<file path="src/rtl/io_cond_pkg.sv">
// io_cond_pkg: shared types and constants for the board input conditioner.
//   db_state_e : per-bit debounce FSM state
//   SW_IDLE    : idle/reset level of a switch pad (off)
//   BTN_IDLE   : idle/reset level of a button pad (released, active-low)
//   cnt_width  : width of a counter able to hold 0..cycles
package io_cond_pkg;

  typedef enum logic {
    DB_STABLE  = 1'b0,
    DB_PENDING = 1'b1
  } db_state_e;

  localparam logic SW_IDLE  = 1'b0;
  localparam logic BTN_IDLE = 1'b1;

  function automatic int unsigned cnt_width(input int unsigned cycles);
    return $clog2(cycles + 1);
  endfunction

endpackage

</file>
<file path="src/rtl/io_debounce_bit.sv">
// io_debounce_bit: synchroniser chain plus debounce FSM for one pad bit.
//   clk_i   in   core clock, rising edge
//   rst_i   in   synchronous active-high reset
//   raw_i   in   asynchronous pad level
//   level_o out  debounced level (IDLE_VAL out of reset)
// A new level is accepted only after it has been seen on the synchronised
// sample for DEBOUNCE_CYCLES consecutive cycles; shorter excursions are dropped.
module io_debounce_bit
  import io_cond_pkg::*;
#(
  parameter int unsigned SYNC_STAGES     = 2,
  parameter int unsigned DEBOUNCE_CYCLES = 125000,
  parameter logic        IDLE_VAL        = 1'b0
) (
  input  logic clk_i,
  input  logic rst_i,
  input  logic raw_i,
  output logic level_o
);

  localparam int unsigned     CNT_W   = cnt_width(DEBOUNCE_CYCLES);
  localparam logic [CNT_W-1:0] CNT_MAX = CNT_W'(DEBOUNCE_CYCLES);
  localparam logic [CNT_W-1:0] CNT_ONE = CNT_W'(1);

  logic [SYNC_STAGES-1:0] sync_q, sync_d;
  db_state_e              state_q, state_d;
  logic [CNT_W-1:0]       cnt_q, cnt_d;
  logic                   level_q, level_d;
  logic                   s;

  assign s = sync_q[SYNC_STAGES-1];

  always_comb begin
    sync_d  = {sync_q[SYNC_STAGES-2:0], raw_i};
    state_d = state_q;
    cnt_d   = cnt_q;
    level_d = level_q;
    unique case (state_q)
      DB_STABLE: begin
        cnt_d = '0;
        if (s != level_q) begin
          state_d = DB_PENDING;
          cnt_d   = CNT_ONE;
        end
      end
      DB_PENDING: begin
        if (s == level_q) begin
          state_d = DB_STABLE;
          cnt_d   = '0;
        end else if (cnt_q == CNT_MAX) begin
          level_d = s;
          state_d = DB_STABLE;
          cnt_d   = '0;
        end else begin
          cnt_d = cnt_q + CNT_ONE;
        end
      end
      default: begin
        state_d = DB_STABLE;
        cnt_d   = '0;
      end
    endcase
  end

  always_ff @(posedge clk_i) begin
    if (rst_i) begin
      sync_q  <= {SYNC_STAGES{IDLE_VAL}};
      state_q <= DB_STABLE;
      cnt_q   <= '0;
      level_q <= IDLE_VAL;
    end else begin
      sync_q  <= sync_d;
      state_q <= state_d;
      cnt_q   <= cnt_d;
      level_q <= level_d;
    end
  end

  assign level_o = level_q;

endmodule

</file>
<file path="src/rtl/io_input_conditioner.sv">
// io_input_conditioner: synchronises and debounces board switches and buttons.
//   clk_i        in   core (divided) clock, rising edge
//   rst_i        in   synchronous active-high reset
//   sw_raw_i     in   asynchronous switch pads
//   btn_raw_i    in   asynchronous button pads, active-low
//   sw_o         out  debounced switch levels
//   btn_o        out  debounced button levels, active-low
//   btn_press_o  out  one-cycle pulse per press
// Build option: define IO_BTN_EDGE_EN to generate press pulses; otherwise
// btn_press_o is tied low and no edge registers exist.
module io_input_conditioner
  import io_cond_pkg::*;
#(
  parameter int unsigned SW_WIDTH        = 9,
  parameter int unsigned BTN_WIDTH       = 4,
  parameter int unsigned SYNC_STAGES     = 2,
  parameter int unsigned DEBOUNCE_CYCLES = 125000
) (
  input  logic                 clk_i,
  input  logic                 rst_i,
  input  logic [SW_WIDTH-1:0]  sw_raw_i,
  input  logic [BTN_WIDTH-1:0] btn_raw_i,
  output logic [SW_WIDTH-1:0]  sw_o,
  output logic [BTN_WIDTH-1:0] btn_o,
  output logic [BTN_WIDTH-1:0] btn_press_o
);

  for (genvar i = 0; i < SW_WIDTH; i++) begin : g_sw
    io_debounce_bit #(
      .SYNC_STAGES    (SYNC_STAGES),
      .DEBOUNCE_CYCLES(DEBOUNCE_CYCLES),
      .IDLE_VAL       (SW_IDLE)
    ) u_db (
      .clk_i  (clk_i),
      .rst_i  (rst_i),
      .raw_i  (sw_raw_i[i]),
      .level_o(sw_o[i])
    );
  end

  for (genvar i = 0; i < BTN_WIDTH; i++) begin : g_btn
    io_debounce_bit #(
      .SYNC_STAGES    (SYNC_STAGES),
      .DEBOUNCE_CYCLES(DEBOUNCE_CYCLES),
      .IDLE_VAL       (BTN_IDLE)
    ) u_db (
      .clk_i  (clk_i),
      .rst_i  (rst_i),
      .raw_i  (btn_raw_i[i]),
      .level_o(btn_o[i])
    );
  end

`ifdef IO_BTN_EDGE_EN
  logic [BTN_WIDTH-1:0] btn_dly_q, btn_dly_d;
  logic [BTN_WIDTH-1:0] press_q, press_d;

  // Delay register resets to released so reset itself never looks like a press.
  always_comb begin
    btn_dly_d = btn_o;
    press_d   = btn_dly_q & ~btn_o;
  end

  always_ff @(posedge clk_i) begin
    if (rst_i) begin
      btn_dly_q <= '1;
      press_q   <= '0;
    end else begin
      btn_dly_q <= btn_dly_d;
      press_q   <= press_d;
    end
  end

  assign btn_press_o = press_q;
`else
  assign btn_press_o = '0;
`endif

endmodule

</file>
<file path="config.mk">
export PLATFORM = sky130hd
export DESIGN_NAME = io_input_conditioner
export DESIGN_NICKNAME = d
export VERILOG_FILES = /design/src/rtl/io_cond_pkg.sv /design/src/rtl/io_debounce_bit.sv /design/src/rtl/io_input_conditioner.sv
export SDC_FILE = /design/constraint.sdc
export NUM_CORES = 1
export LEC_CHECK = 0
export CORE_MARGIN = 8
export CORE_UTILIZATION = 55
export DETAILED_ROUTE_END_ITERATION = 16
export PLACE_DENSITY = 0.7
export SLEW_MARGIN = 20
export SYNTH_ARGS = -nofsm -noshare
export SYNTH_HDL_FRONTEND = slang
export SYNTH_SLANG_ARGS = --single-unit
export TNS_END_PERCENT = 1
</file>
<file path="constraint.sdc">
create_clock -name clk_i -period 2.67 [get_ports clk_i]
set_clock_uncertainty 0.05 [all_clocks]
set_input_delay 0.534 -clock clk_i [delete_from_list [all_inputs] [get_ports clk_i]]
set_output_delay 0.534 -clock clk_i [all_outputs]
set_load 0.05 [all_outputs]
</file>
Word level (Yosys, flattened, before mapping)
Cells that the tools add are included.

$add $sub $neg: 13. Equality and inequality tests: 39. Muxes and demuxes: 104. Bitwise operators: 26. Reductions and logical operators: 13.

Operators by type and width (number): 17-bit two-way mux (26); 17-bit case mux with 2 select lines (13); 17-bit by 1-bit adder with 17-bit output, second input constant (13); 17-bit equality test, second input constant (13); 1-bit two-way mux (52); 3-bit AND reduction (13); 1-bit inverter (26); 1-bit case mux with 2 select lines (13); 1-bit equality test (13); 1-bit inequality test (13).

Flip-flop bits (word level): 273. Input bits: 15. Output and inout bits: 17. Word-level logic and storage cells: 247.

Longest topological paths before layout
Gate-level depths: netlist of the first run.

Depth after elaboration: 4. Depth in mapped cells: 7. Depth with buffers taken out: 6.

Modules after synthesis
Synthesis of the first run repeated with hierarchy kept, for this count alone.

Cells, all modules: 1352. Area total of the unflattened synthesis: 12575.8 µm².

By module, submodules not included: io_debounce_bit at g_sw[0].u_db ... (times used 7, cells each 103, area each 982.2 µm², seq. area each 420.4 µm²); io_debounce_bit at g_btn[0].u_db ... (times used 4, cells each 104, area each 930.9 µm², seq. area each 420.4 µm²); io_debounce_bit at g_sw[8].u_db (times used 1, cells each 106, area each 977.2 µm², seq. area each 420.4 µm²); io_debounce_bit at g_sw[3].u_db (times used 1, cells each 104, area each 965.9 µm², seq. area each 420.4 µm²); io_input_conditioner (times used 1, cells each 5, area each 33.8 µm², seq. area each 0.0 µm²).

Worst setup path after synthesis of the first run
No wires, ideal clock.

Path kind: register to register. From: reg g_sw[0].u_db.cnt_q[7]. To: reg g_sw[0].u_db.cnt_q[15]. Library setup time: 115 ps. Arrival: 1715 ps. Required time: 2505 ps. Path slack: 790 ps. Cell stages (with the launch flop): 6. Buffers on the path: 1. Clock period less this slack: 1880 ps. Path through: dfxtp_1 or4_1 or4_4 o211ai_4 buf_6 nor2_1.

Longest elaborated chain between the ends: 4. Elaborated cells between the ends (all ways): 5. Classes of those cells: add/sub (1); eq/ne (1); mux (3).

RTL lines: start: declaration (line io_debounce_bit.sv:27) `logic [CNT_W-1:0] cnt_q, cnt_d;`; start signal: assignment (line io_debounce_bit.sv:74) `cnt_q <= cnt_d;`; 17-bit by 1-bit adder with 17-bit output or 17-bit equality test (tied branches) (line io_debounce_bit.sv:55, io_debounce_bit.sv:50); 17-bit two-way mux * (line io_debounce_bit.sv:50) `end else if (cnt_q == CNT_MAX) begin`; 17-bit two-way mux * (line io_debounce_bit.sv:47) `if (s == level_q) begin`; 17-bit case mux with 2 select lines * (line io_debounce_bit.sv:38) `unique case (state_q)`.

Every way passes the cells marked *; elsewhere a longest branch is shown, timed or not. A chain may end at the register's enable or synchronous reset.

Worst setup path after layout of the first run
From: reg g_btn[0].u_db.level_q. To: out btn_o[0].

RTL lines: start: declaration (line io_debounce_bit.sv:28) `logic level_q, level_d;`; start signal: assignment (line io_debounce_bit.sv:75) `level_q <= level_d;`; end: declaration (line io_input_conditioner.sv:24) `output logic [BTN_WIDTH-1:0] btn_o,`.

No word-level cell between the ends.

==> results.yml, run 1 <==
status:
  status: "finished clean"
clock_network:
  ctsHoldBuffers: 0
  cts_tree: "yes"
  cts_sinks: 273
  cts_root_buf: "clkbuf_16"
  cts_setup_buffers: 0
  clk_pin_slew_ps: 60
  cts_inserted_buffers: 30
  cts_resized: 0
  htreeDepth: 1
  cts_buffer_depth: 3
  clk_latency_ps: 540
routing:
  post_drt_wl_per_cell_um: 13.1
  viasPerCell: 5.42
  via_count: 9322
  drc_errors: 0
  wirelength_um: 22500
  drtIter0Drc: 548
  antenna_left: 0
  drtPass1Iterations: 5
power:
  p_leak_uw: 0.00411
  p_int_uw: 6940
  pwr-share-comb: 0.012
  pwr-share-seq: 0.478
  max-vdd-ir-drop_uv: 518
  p_sw_uw: 1680
  switching_share: 0.195
  power.density_nw_per_um2: 626
  clock_power_share: 0.509
setup_path:
  crit_path_top_delay_cell: "clkdlybuf4s50_1"
  arrival_ps: 1790
  crit_type: "reg2out"
  crit_family: "buffers and inverters"
  crit_path_start_kind: "flip-flop"
  cp-end-kind: "primary output"
  worstPathMaxFanout: 3
  worstPathCellList: "clkdlybuf4s50_1"
  crit_buf_inv: 1
  cpPeakStageDelay_ps: 840
  crit_required_ps: 2090
floorplan:
  dieHeight_um: 165
  die-area_um2: 27300
  ioPinCount: 32
  die_x_um: 165
  rows: 54
  initial_core_util: 0.560
  core_um2: 21800
grt:
  met1_usage: 0.219
  grt_pass1_vias: 8824
  grt.met3_usage: 0.0238
  overflow: 0
  grt_pass1_wl_um: 39600
  antenna_found_initial: 0
  met2_usage: 0.279
  track_usage: 0.166
  busiest_layer: "met2"
  grt_max_degree: 23
yosys:
  synth_edf_count: 0
  synth_ff_type: "dfxtp_1"
  synth_most_common_cell: "dfxtp_1"
  yosysWarnings: 0
  postSynth.asyncResetShare: 0
  synth_seq_area_share: 0.447
  yosysTopAreaCellShare: 0.447
  synth.cell_area_um2: 12200
  syn_inst: 1395
  synth_top_area_cell: "dfxtp_1"
  synth_area_per_cell_um2: 8.76
  synth_common_cells: "dfxtp_1 (273), nor2_1 (228), xnor2_1 (115), nand3_1 (90), inv_1 (70)"
  yosys-top-cells-area: "dfxtp_1 (45%), xnor2_1 (8.2%), nor2_1 (7.0%)"
  yosys_register_bits: 273
  ys_types: 54
timing:
  hold_viol: 0
  period_share: 0.888
  post-route-min-period_ps: 2370
  hold_ws_ps: 219
  drv_slew: 0
  final.setup.tns_ps: 0
  setup_viol: 0
  max_slew_margin: 0.524
  max_clock_freq_mhz: 422
  rsz0062_at_grt: "false"
  worst_slew_pin_slew_ps: 712
placement:
  place_congestion: 0.815
  dp_hpwl_um: 15100
  io_buffers: 27
min_path:
  min_path_type: "in2reg"
final_layout:
  final_util: 0.631
  drive_gt1_frac: 0.0590
  nets: 1458
  area_delta_synth_final_pct: 12.6
  n_antenna_cell: 0
flow_run:
  drv_cap: 0
[final timing paths]
| check | from | end | slack (ps) | depth (start not counted) |
|---|---|---|---|---|
| hold reg to reg | g_btn[1].u_db.sync_q[0] | g_btn[1].u_db.sync_q[1] | 360 | 1 |
| setup / recovery | g_btn[0].u_db.level_o | btn_o[0] | 300 | 1 |
| hold / removal | rst_i | g_sw[2].u_db.sync_q[1] | 220 | 2 |
| setup reg to reg | g_sw[0].u_db.cnt_q[7] | g_sw[0].u_db.cnt_q[3] | 620 | 4 |
[power by group through the flow]
stage / Clock, µW / Sequential (µW) / Combinational, µW
2_1_floorplan: 0 / 4210 / 73.3
3_3_place_gp: 0 / 4210 / 106
3_5_place_dp: 0 / 4210 / 109
4_1_cts: 4510 / 4120 / 109
5_1_grt: 4680 / 4120 / 121
6_report: 4390 / 4120 / 107
[final cells by class]
class / count / area [µm²]
Inverter: 70 / 263
Fill cell: 1915 / 8060
Clock inverter: 12 / 191
Clock buffer: 43 / 891
Multi-Input combinational cell: 1000 / 6220
Timing Repair Buffer: 42 / 378
Sequential cell: 273 / 5470
Tap cell: 280 / 350
[placed cells by master (no fill, tap or decap), types with 7 or more instances in the layout]
master           count
nor3_1              48
xnor2_1            115
clkdlybuf4s50_1     26
xor2_1              69
buf_4               15
nand2_1             67
and2_1              10
dfxtp_1            273
nor2b_1             21
or4_1               22
ha_1                26
o21ai_0             12
nand3_1             90
inv_1               70
or3_1               18
nand4_1             65
nor2_1             228
or2_2               10
and4_1              13
a21oi_1             29
nor4_1              40
nand4b_1            10
nor4b_1             18
clkbuf_16           31
clkbuf_8             7
and3_1              13
mux2i_1              7
o31ai_1             14
[registers in the layout (all words and copies together) (netlist names)]
signal and flops:
g_btn.u_db.level_o 4, g_sw.u_db.level_o 9, g_sw.u_db.state_q 9, g_btn.u_db.sync_q 8, g_btn.u_db.state_q 4, g_sw.u_db.sync_q 18
g_sw.u_db.cnt_q 153, g_btn.u_db.cnt_q 68
[layer usage]
layer,share of wire,up-vias
met2,0.45,98
met5,0,-
met1,0.50,4324
met4,0.023,0
li1,-,4862
met3,0.027,38
[logic make-up (layout without fill, tap and decap cells)]
kind of cell               after synthesis  count (layout)  share of synthesized area
AOI/OAI and AO/OA                       86              86                     0.0477
xor gates and xnor gates               184             184                      0.132
adders and majority gates               26              26                     0.0266
buffers and inverters                  125             167                     0.0448
DFF                                    273             273                      0.447
muxes                                    7               7                    0.00573
other                                    1               4                   0.000307
and+or+nand+nor                        693             693                      0.296
[stage by stage]
step | total power [µW] | std cells | setup WS, ps | area, µm²
after detailed placement | 4320 | 1665 | 601 | 12700
after global placement | 4320 | 1665 | 660 | 12700
after global routing | 8920 | 1720 | 233 | 13800
after CTS | 8740 | 1720 | 263 | 13800
after floorplan | 4280 | 1398 | 790 | 12200
final | 8620 | 1720 | 299 | 13800
No activity file was read; power rests on OpenSTA's default activity.
==> run 2, diff against run 1 <==
Settings changed: CTS_BUF_LIST from default to sky130_fd_sc_hd__clkbuf_4.
==> run 2 against run 1 <==
Sequential share of layout area rose by 0.48 points. Core utilization shrank 0.75 points. Fmax down 3.7%. Global-route usage grew 0.50 points. Clock power decreased by 18%. Largest power group is now registers. Critical endpoint unchanged. First-iteration DRC count decreased by 14%. Via count up 1.8%.
==> results.yml, run 2 (same netlist as run 1, synthesis figures left out) <==
grt:
  grt_pass1_wl_um: 40100
  grt_max_degree: 23
  overflow: 0
  antenna_found_initial: 1
  grt_pass1_vias: 9150
  track_usage: 0.171
status:
  status: "finished clean"
clock_network:
  cts_resized: 0
  cts_setup_buffers: 0
  cts_root_buf: "clkbuf_4"
  htreeDepth: 3
  cts_buffer_depth: 3
  cts_inserted_buffers: 75
  clk_pin_slew_ps: 60
  cts_sinks: 273
  ctsHoldBuffers: 0
  cts_tree: "yes"
  clk_latency_ps: 650
power:
  power.density_nw_per_um2: 575
  p_sw_uw: 1740
  p_int_uw: 6090
  switching_share: 0.222
  pwr-share-comb: 0.014
  p_leak_uw: 0.00412
  total_power_uw: 7820
  clock_power_share: 0.460
  pwr-share-seq: 0.527
  max-vdd-ir-drop_uv: 362
placement:
  dp_hpwl_um: 15100
  io_buffers: 27
  place_area_um2: 12700
  place_congestion: 0.815
routing:
  drtIter0Drc: 469
  viasPerCell: 5.29
  antenna_left: 0
  wirelength_um: 22700
  drtPass1Iterations: 7
  via_count: 9494
  post_drt_wl_per_cell_um: 12.6
  drc_errors: 0
timing:
  final.setup.tns_ps: 0
  max_clock_freq_mhz: 406
  max_slew_margin: 0.530
  setup_viol: 0
  hold_viol: 0
  period_share: 0.922
  post-route-min-period_ps: 2460
  rsz0062_at_grt: "false"
  drv_slew: 0
  hold_ws_ps: 129
  worst_slew_pin_slew_ps: 703
min_path:
  min_path_type: "in2reg"
floorplan:
  die_x_um: 165
  ioPinCount: 32
  dieHeight_um: 165
  initial_core_util: 0.560
  die-area_um2: 27300
  rows: 54
  core_um2: 21800
final_layout:
  max_flop_register: "g_sw.u_db.cnt_q"
  largest_register_ffs: 153
  reg_top3: "g_sw.u_db.cnt_q x153, g_btn.u_db.cnt_q x68, g_sw.u_db.sync_q x18"
  final_cell_area_um2: 13600
  nets: 1503
  area_delta_synth_final_pct: 11.2
  final_common_cell: "dfxtp_1"
  final_cell_mix: "dfxtp_1 (273), nor2_1 (228), xnor2_1 (115)"
  drive_gt1_frac: 0.0971
setup_path:
  crit_path_top_delay_cell: "clkdlybuf4s50_1"
  worstPathCellList: "clkdlybuf4s50_1"
  crit_family: "buffers and inverters"
  cp-end-kind: "primary output"
  worstPathMaxFanout: 3
  crit_path_start_kind: "flip-flop"
  crit_type: "reg2out"
  cpPeakStageDelay_ps: 840
  crit_required_ps: 2090
  crit_buf_inv: 1
  arrival_ps: 1880
flow_run:
  drv_cap: 0
-- run 2: per-stage QoR --
stage / std cells / setup slack (ps) / util
after CTS: 1794 / 135 / 0.623
after floorplan: 1398 / 790 / -
after global routing: 1795 / 99.5 / 0.623
after detailed placement: 1665 / 601 / 0.581
after global placement: 1665 / 660 / 0.581
final: 1795 / 208 / 0.623
-- run 2: final timing paths --
kind                           startpoint                      end  slack (ps)  depth (start not counted)
setup / recovery    g_btn[0].u_db.level_o                 btn_o[0]         210                          1
hold / removal                      rst_i   g_sw[2].u_db.sync_q[1]         130                          2
setup reg to reg    g_sw[0].u_db.cnt_q[7]    g_sw[0].u_db.cnt_q[3]         610                          4
hold reg to reg   g_btn[1].u_db.sync_q[0]  g_btn[1].u_db.sync_q[1]         360                          1
-- run 2: area by class of cell --
cell class | count | area (µm²)
diodes | 1 | 2.50
clock buffers | 107 | 803
clock inverters | 22 | 114
fillers | 1969 | 8230
inverters | 70 | 263
multi-input cells | 1000 | 6220
flip-flops and latches | 273 | 5470
well taps | 280 | 350
repair buffers | 42 | 378
-- run 2: metal layers --
metal,up-vias,share of wire,global-route usage
met2,104,0.45,0.275
met4,0,0.022,0.0672
met3,45,0.031,0.0424
met1,4355,0.50,0.218
li1,4990,-,-
met5,-,0,0
-- run 2: power groups by stage --
stage	Sequential (µW)	Clock, µW	Combinational (µW)
2_1_floorplan	4210	0	73.3
3_3_place_gp	4210	0	106
3_5_place_dp	4210	0	109
4_1_cts	4120	3760	109
5_1_grt	4120	3990	121
6_report	4120	3590	107
==> run 3, diff against run 2 <==
Settings changed: CORE_UTILIZATION 55 to 30, PLACE_DENSITY 0.7 to 0.43.
Clock period 2.67 ns to 3.15 ns, I/O delays scaled along.
==> run 3 against run 2 <==
Combinational power down 14%. Critical path type unchanged. Design area up 3.0%. Core utilization down 28 points. Critical path depth unchanged. Worst hold slack better by 230 ps. Cell count up 14%.
==> results.yml, run 3 (same netlist as run 1, synthesis figures left out) <==
grt:
  grt_max_degree: 57
  grt_pass1_vias: 9060
  grt.met3_usage: 0.0338
  track_usage: 0.109
  busiest_layer: "met2"
  antenna_found_initial: 1
  grt_pass1_wl_um: 44000
  met2_usage: 0.163
  met1_usage: 0.144
  overflow: 0
floorplan:
  die_x_um: 218
  core_um2: 40600
  dieHeight_um: 218
  ioPinCount: 32
  rows: 74
  initial_core_util: 0.301
  die-area_um2: 47500
timing:
  setup_viol: 0
  max_slew_margin: 0.530
  final.setup.tns_ps: 0
  post-route-min-period_ps: 2690
  rsz0062_at_grt: "false"
  worst_slew_pin_slew_ps: 703
  drv_slew: 0
  period_share: 0.853
  hold_ws_ps: 355
  hold_viol: 0
  max_clock_freq_mhz: 372
clock_network:
  clk_pin_slew_ps: 50
  cts_tree: "yes"
  cts_inserted_buffers: 82
  htreeDepth: 3
  cts_resized: 0
  cts_root_buf: "clkbuf_4"
  cts_sinks: 273
  clk_latency_ps: 710
  cts_setup_buffers: 0
  cts_buffer_depth: 3
  ctsHoldBuffers: 0
min_path:
  min_path_type: "reg2reg"
  hold_path_depth: 1
  worstHoldStart: "g_btn[2].u_db.sync_q[0]"
  hold_end: "g_btn[2].u_db.sync_q[1]"
setup_path:
  cp-end-kind: "primary output"
  crit_buf_inv: 1
  worstPathMaxFanout: 3
  crit_path_start_kind: "flip-flop"
  arrival_ps: 2010
  ff2ff_path_depth: 4
  worstPathCellList: "clkdlybuf4s50_1"
  r2r_slack_ps: 1050
  crit_required_ps: 2470
  reg2reg_to: "g_sw[0].u_db.cnt_q[3]"
  cpPeakStageDelay_ps: 850
  crit_family: "buffers and inverters"
  timing.rr.start: "g_sw[0].u_db.cnt_q[7]"
  critPathLaunch: "g_sw[1].u_db.level_o"
  crit_type: "reg2out"
  crit_path_top_delay_cell: "clkdlybuf4s50_1"
routing:
  drc_errors: 0
  viasPerCell: 4.63
  antenna_left: 0
  wirelength_um: 25800
  post_drt_wl_per_cell_um: 12.6
  drtIter0Drc: 431
  via_count: 9513
  drtPass1Iterations: 4
final_layout:
  final_common_cell: "dfxtp_1"
  largest_register_ffs: 153
  nets: 1502
  final_util: 0.345
  drive_gt1_frac: 0.106
  area_delta_synth_final_pct: 14.5
  max_flop_register: "g_sw.u_db.cnt_q"
  final_cell_mix: "dfxtp_1 (273), nor2_1 (228), clkbuf_4 (125)"
  reg_top3: "g_sw.u_db.cnt_q x153, g_btn.u_db.cnt_q x68, g_sw.u_db.sync_q x18"
  fillers: 4289
power:
  power.density_nw_per_um2: 500
  p_leak_uw: 0.00417
  max-vdd-ir-drop_uv: 193
placement:
  io_buffers: 27
  dp_hpwl_um: 16800
  place_congestion: 0.760
status:
  status: "finished clean"
flow_run:
  drv_cap: 0
## run 3: cell count changes in the layout (fill, tap and decap cells not counted)
cell and delta:
clkbuf_4 +18, buf_4 -9, clkinv_1 -6, inv_2 +3
buf_12 +1, clkinv_2 -1, clkinvlp_4 +1, o311ai_1 -1
o311ai_2 +1
## run 3: how the worst max path moves through the flow
stage / depth (start not counted) / slack (ps) / end
after floorplan: 5 / 1270 / g_sw[0].u_db.cnt_q[15]
after global placement: 5 / 950 / g_sw[6].u_db.cnt_q[14]
after detailed placement: 5 / 920 / g_sw[6].u_db.cnt_q[13]
after CTS: 1 / 330 / sw_o[3]
after global routing: 1 / 300 / sw_o[1]
final: 1 / 460 / sw_o[1]
## run 3: metrics by stage
| stage | cell area (µm²) | worst slack, ps | total power (µW) | cells |
|---|---|---|---|---|
| floorplan | 12200 | 1270 | 3630 | 1398 |
| global placement | 13000 | 953 | 3660 | 1909 |
| detailed placement | 13000 | 917 | 3660 | 1909 |
| CTS | 14000 | 333 | 7220 | 2053 |
| global route | 14000 | 301 | 7430 | 2054 |
| finish | 14000 | 462 | 7000 | 2054 |
## run 3: where the power goes
group          total, µW  switching (µW)  leakage, µW  internal, µW
sequential          3490            15.9      0.00221          3480
combinational       91.5            51.5      0.00134          40.0
clock               3420            1540     0.000631          1880
## run 3: layout make-up
type                            count  area, µm²  share of cell area
Antenna cell                        1       2.50            0.000179
Clock buffer                      125        938              0.0670
Clock inverter                     19        105             0.00751
Inverter                           70        263              0.0188
Multi-Input combinational cell   1000       6230               0.445
Sequential cell                   273       5470               0.390
Tap cell                          532        666              0.0475
Timing Repair Buffer               34        330              0.0236
## run 3: layer usage
metal | routed length [µm] | up-vias
met5 | 0 | -
met3 | 1140 | 64
met4 | 704 | 0
met1 | 12900 | 4299
li1 | - | 5013
met2 | 11000 | 137
